`config.mk`:
```
export PLATFORM = sky130hd
export DESIGN_NAME = reg_file_mp_flat
export DESIGN_NICKNAME = d
export VERILOG_FILES = /design/src/rtl/reg_file_mp_if.sv /design/src/rtl/reg_file_mp.sv /design/src/flat_wrapper.sv
export SDC_FILE = /design/constraint.sdc
export NUM_CORES = 1
export LEC_CHECK = 0
export BUFFER_PORTS_ARGS = -buffer_cell sky130_fd_sc_hd__buf_2
export CAP_MARGIN = 20
export CORE_MARGIN = 1
export CORE_UTILIZATION = 43
export CTS_CLUSTER_DIAMETER = 30
export CTS_CLUSTER_SIZE = 28
export DETAILED_ROUTE_END_ITERATION = 8
export GPL_ROUTABILITY_DRIVEN = 1
export HOLD_SLACK_MARGIN = 0.03
export SYNTH_ARGS = -nofsm -noshare
export SYNTH_HDL_FRONTEND = slang
export SYNTH_SLANG_ARGS = --single-unit
```
`constraint.sdc`:
```
create_clock -name clk -period 4.5 [get_ports clk]
set_input_delay 0.9 -clock clk [delete_from_list [all_inputs] [get_ports clk]]
set_output_delay 0.9 -clock clk [all_outputs]
set_load 0.02 [all_outputs]
```
`src/rtl/reg_file_mp_if.sv`:
```
// Bus bundle for the multi-port register file: two read ports, one write port,
// and the registered status flags.
interface reg_file_mp_if #(
    parameter int XLEN = 32,
    parameter int AW   = 5
);
    logic [AW-1:0]   ra1;
    logic [AW-1:0]   ra2;
    logic [XLEN-1:0] rd1;
    logic [XLEN-1:0] rd2;
    logic            we;
    logic [AW-1:0]   wa;
    logic [XLEN-1:0] wd;
    logic            ready;
    logic            wr_drop;

    modport master (
        output ra1, ra2, we, wa, wd,
        input  rd1, rd2, ready, wr_drop
    );

    modport slave (
        input  ra1, ra2, we, wa, wd,
        output rd1, rd2, ready, wr_drop
    );
endinterface

```
`src/rtl/reg_file_mp.sv`:
```
// Two-read / one-write register file with hardwired x0, a post-reset clear sweep,
// and optional write-to-read forwarding.
module reg_file_mp #(
    parameter int XLEN   = 32,
    parameter int NREG   = 32,
    parameter int AW     = $clog2(NREG),
    parameter int BYPASS = 1
) (
    input logic          clk,
    input logic          rst_n,
    reg_file_mp_if.slave bus
);

    typedef enum logic {
        CLEAR = 1'b0,
        RUN   = 1'b1
    } state_t;

    localparam logic [AW-1:0] FIRST = AW'(1);
    localparam logic [AW-1:0] LAST  = AW'(NREG - 1);

    state_t          state;
    logic [AW-1:0]   cnt;

    // NOTE: the storage array has no reset; a reset port on every entry would
    // stop it mapping to RAM, so the CLEAR sweep zeroes it instead.
    logic [XLEN-1:0] mem [1:NREG-1];

    // NOTE: sequential state always uses non-blocking assignments so every
    // register samples its inputs from before the edge.
    always_ff @(posedge clk or negedge rst_n) begin
        if (!rst_n) begin
            state       <= CLEAR;
            cnt         <= FIRST;
            bus.ready   <= 1'b0;
            bus.wr_drop <= 1'b0;
        end else begin
            case (state)
                CLEAR: begin
                    bus.wr_drop <= bus.we;
                    if (cnt == LAST) begin
                        state     <= RUN;
                        bus.ready <= 1'b1;
                    end else begin
                        cnt <= cnt + FIRST;
                    end
                end
                RUN: begin
                    bus.wr_drop <= 1'b0;
                end
                default: begin
                    state <= CLEAR;
                end
            endcase
        end
    end

    // During CLEAR the sweep owns the write port and user writes are discarded.
    always_ff @(posedge clk) begin
        if (state == CLEAR) begin
            mem[cnt] <= '0;
        end else if (bus.we && (bus.wa != '0)) begin
            mem[bus.wa] <= bus.wd;
        end
    end

    // NOTE: each combinational output gets a default first so no path leaves
    // it unassigned and infers a latch.
    always_comb begin
        bus.rd1 = '0;
        if (bus.ready && (bus.ra1 != '0)) begin
            if ((BYPASS != 0) && bus.we && (bus.wa == bus.ra1)) begin
                bus.rd1 = bus.wd;
            end else begin
                bus.rd1 = mem[bus.ra1];
            end
        end
    end

    always_comb begin
        bus.rd2 = '0;
        if (bus.ready && (bus.ra2 != '0)) begin
            if ((BYPASS != 0) && bus.we && (bus.wa == bus.ra2)) begin
                bus.rd2 = bus.wd;
            end else begin
                bus.rd2 = mem[bus.ra2];
            end
        end
    end

endmodule

```
`src/flat_wrapper.sv`:
```
// flat-port wrapper written by rule: the top's interface ports become plain ports
module reg_file_mp_flat 
#(
    parameter int XLEN   = 32,
    parameter int NREG   = 32,
    parameter int AW     = $clog2(NREG),
    parameter int BYPASS = 1
)
  (clk, rst_n, bus_ra1, bus_ra2, bus_we, bus_wa, bus_wd, bus_rd1, bus_rd2, bus_ready, bus_wr_drop);
  reg_file_mp_if #(.XLEN(XLEN), .AW(AW)) bus_i ();
  input logic clk;
  input logic rst_n;
  input wire logic [$bits(bus_i.ra1)-1:0] bus_ra1;
  input wire logic [$bits(bus_i.ra2)-1:0] bus_ra2;
  input wire logic [$bits(bus_i.we)-1:0] bus_we;
  input wire logic [$bits(bus_i.wa)-1:0] bus_wa;
  input wire logic [$bits(bus_i.wd)-1:0] bus_wd;
  output wire logic [$bits(bus_i.rd1)-1:0] bus_rd1;
  output wire logic [$bits(bus_i.rd2)-1:0] bus_rd2;
  output wire logic [$bits(bus_i.ready)-1:0] bus_ready;
  output wire logic [$bits(bus_i.wr_drop)-1:0] bus_wr_drop;
  assign bus_i.ra1 = bus_ra1;
  assign bus_i.ra2 = bus_ra2;
  assign bus_i.we = bus_we;
  assign bus_i.wa = bus_wa;
  assign bus_i.wd = bus_wd;
  assign bus_rd1 = bus_i.rd1;
  assign bus_rd2 = bus_i.rd2;
  assign bus_ready = bus_i.ready;
  assign bus_wr_drop = bus_i.wr_drop;
  reg_file_mp #(.XLEN(XLEN), .NREG(NREG), .AW(AW), .BYPASS(BYPASS)) u_core (.clk(clk), .rst_n(rst_n), .bus(bus_i));
endmodule
```
==> results by group <==
GRT
  • Pin count of the biggest net entering global routing: 67
  • First-pass GRT wire length: 232000 µm
  • Total congestion overflow: 0
  • Vias in the first global route: 31800
  • Initial antenna violation count: 4
  • GRT Util Overall: 29.0%

Timing
  • RSZ-0062 raised after global routing: false
  • Slew headroom: 22.4%
  • Setup-failing EPs final: 0
  • Final max-slew violation count: 0
  • Tightest Pin Transition: 1160 ps
  • Min Tclk post-route: 4370 ps
  • Setup Skew: 20.5 ps
  • Setup TNS Final: 0 ps
  • Fin. Hold Viols: 0
  • Crit share post-route: 97.1%
  • Setup ws final: 131 ps
  • F_max: 229 MHz

Layout
  • Fin util: 52.7%
  • Synthesis-to-finish area growth: 21.4%
  • Nets: 3194
  • Layout cells sized above 1: 31.0%
  • Final Non-Filler Cells: 4790
  • N_diodes: 0
  • Most frequent cells in the layout: edfxtp_1, mux2i_1, mux4_2
  • Layout fillers: 8703
  • Most common cell after layout, fill and taps aside: edfxtp_1

Drt
  • First-iteration detailed-routing DRC count: 3500
  • Met2 wire length: 79300 µm
  • Met1 WL: 60900 µm
  • Drt via density: 6.56
  • Drt total wl: 164000 µm
  • Routed len/inst: 34.2 µm
  • Post-DRT Antenna Nets: 0
  • Drt drc: 0
  • DRT Pass-1 Iters: 8
  • Top layer used by detailed routing: met5
  • Via count: 31400
  • Met3 routed WL: 16200 µm

Synthesis
  • Ys flop type: edfxtp_1
  • Synth warnings: 0
  • Cells after Synth: 2891
  • Syn_area_per_cell: 16.6 µm²
  • Mapped Nets: 2943
  • Syn Std Cell Area: 0.0480 mm²
  • Yosys cell types: 58
  • Synth async-reset ratio: 0.800%
  • Post-synth EDFFs: 992
  • Post-synthesis sequential area ratio: 62.4%
  • Flops & latches, synth: 1000

Setup path
  • Worst path cell trace: buf_8, buf_4, mux2i_1, a22oi_1, o2111ai_1, o211a_1, o32ai_1, buf_4, buf_2
  • Top cell family by delay on the critical path: buffers and inverters
  • Number of buffers and inverters on the critical path: 4
  • CP arrival: 3470 ps
  • Required time of the critical path: 3600 ps
  • CP Class: input port to primary output
  • Max incr delay on CP: 650 ps
  • Startpoint Class: input port
  • Most used cell, CP: buf_4
  • CP Max Fanout: 38
  • CP Capture Type: primary output
  • WP depth: 9
  • Depth of the most critical reg-to-reg path: 5
  • CP max stage cell: o32ai_1

Floorplan
  • Initial core utilization: 43.4%
  • Die W: 336 µm
  • Die area: 0.113 mm²
  • Die Ht: 336 µm
  • Num rows: 122
  • IO Count: 116
  • Area of the core: 0.111 mm²

Placement
  • Pre-CTS setup slack: 50.1 ps
  • Final Wtd Congestion: 0.876
  • I/O Buffers: 115
  • DP Cell Count: 4439
  • DPL Wire Length: 96100 µm

Clock tree
  • Clk sinks: 1000
  • Clk Latency, worst-skew pair: 770 ps
  • TritonCTS Buffers: 182
  • Reg clk slew, reported paths: 50 ps
  • CTS root buf: clkbuf_16
  • H-tree depth: 4
  • # Post-CTS Setup Buffers: 0
  • CTS tree: built
  • Maximum buffer depth of the clock tree: 3

Power
  • Total power: 26400 µW
  • Pleak: 0.0216 µW
  • Pwr dens: 453 mW/mm²
  • Worst vdd ir: 0.348 mV

Min path
  • Hold depth: 2
  • Worst Hold Class: input port to register

Run
  • Max Cap Viol: 0

Status
  • Outcome: completed
metal layers:
metal  global-route usage, %  vias up
met1                    36.8    16400
met4                    13.1        4
met2                    47.2     1931
met5                       0        -
li1                        -    12600
met3                    6.93      420
where the power goes:
part	total, µW	switching [µW]	internal (µW)
Combinational	2040	1300	742
Clock	14100	5010	9040
Sequential	10300	9.99	10300
state kept, by name, indices dropped and copies added (netlist names):
signal,flops
u_core.cnt,5
u_core.state,1
u_core.bus.ready,1
u_core.bus.wr_drop,1
u_core.mem,992
cell usage after synthesis (6+ instances only):
library cell,number,share of area (%)
a2111o_1,14,0.33
a211oi_1,96,1.5
a21oi_1,19,0.20
a221oi_1,14,0.26
a22oi_1,64,1.0
a31oi_1,6,0.078
a32o_1,32,0.67
and2_1,34,0.44
buf_1,27,0.21
buf_2,85,0.89
buf_4,17,0.27
buf_6,7,0.16
clkbuf_1,113,0.88
dfrtp_1,7,0.36
edfxtp_1,992,62
inv_1,37,0.29
mux2_2,70,1.6
mux2i_1,427,8.9
mux4_2,274,13
nand2_1,123,0.96
nand3_1,37,0.39
nand4_1,15,0.20
nor2_1,134,1.0
o2111ai_1,32,0.58
o211a_1,32,0.67
o211ai_1,32,0.50
o221ai_1,32,0.58
o22a_1,18,0.33
o22ai_1,14,0.18
o32ai_1,32,0.58
xnor2_1,6,0.11
xor2_1,6,0.11
logic make-up after synthesis:
kind of cell,Yosys count,share of synthesized area [%]
multiplexers,771,23.4
flip-flops,1000,62.4
AO/OA/AOI/OAI,448,7.72
adder cells (fa/ha/maj),2,0.0521
AND/OR/NAND/NOR,372,3.49
XOR/XNOR,12,0.219
buffers and inverters,286,2.70
worst paths after layout:
| check | from | end | slack [ps] |
|---|---|---|---|
| max in group asynchronous | rst_n | u_core.cnt[0]$_DFFE_PN1P_ | 3710 |
| worst max register to register | u_core.state$_DFF_PN0_ | u_core.mem[10][17]$_DFFE_PP_ | 1600 |
| min in group asynchronous | rst_n | u_core.cnt[3]$_DFFE_PN0P_ | 550 |
| worst max-delay path | bus_ra1[1] | bus_rd1[2] | 130 |
| worst min-delay path | bus_we | u_core.bus.wr_drop$_DFF_PN0_ | 530 |
| worst min register to register | u_core.cnt[0]$_DFFE_PN1P_ | u_core.cnt[0]$_DFFE_PN1P_ | 590 |
through the flow:
stage / hold WS (ps) / cell area (µm²)
after global placement: 548 / 51800
final: 525 / 58300
after detailed placement: 559 / 51800
after floorplan: 494 / 48000
after CTS: 477 / 58200
after global routing: 494 / 58300
cell type report:
class                   count  area [µm²]  area share, %
clock buffers             197        4700           8.05
inverters                  37         139          0.238
flip-flops and latches   1000       30000           51.4
clock inverters           147        1680           2.88
well taps                1488        1860           3.19
repair buffers            316        2870           4.93
multi-input cells        1605       17100           29.3
what timing repair did:
item | CTS | global route
resized for setup | 0 | 1
hold endpoints to repair | 7 | 0
setup endpoints to repair | 0 | 1
hold buffers | 1 | 0
Power figures use the tool's default switching activity.
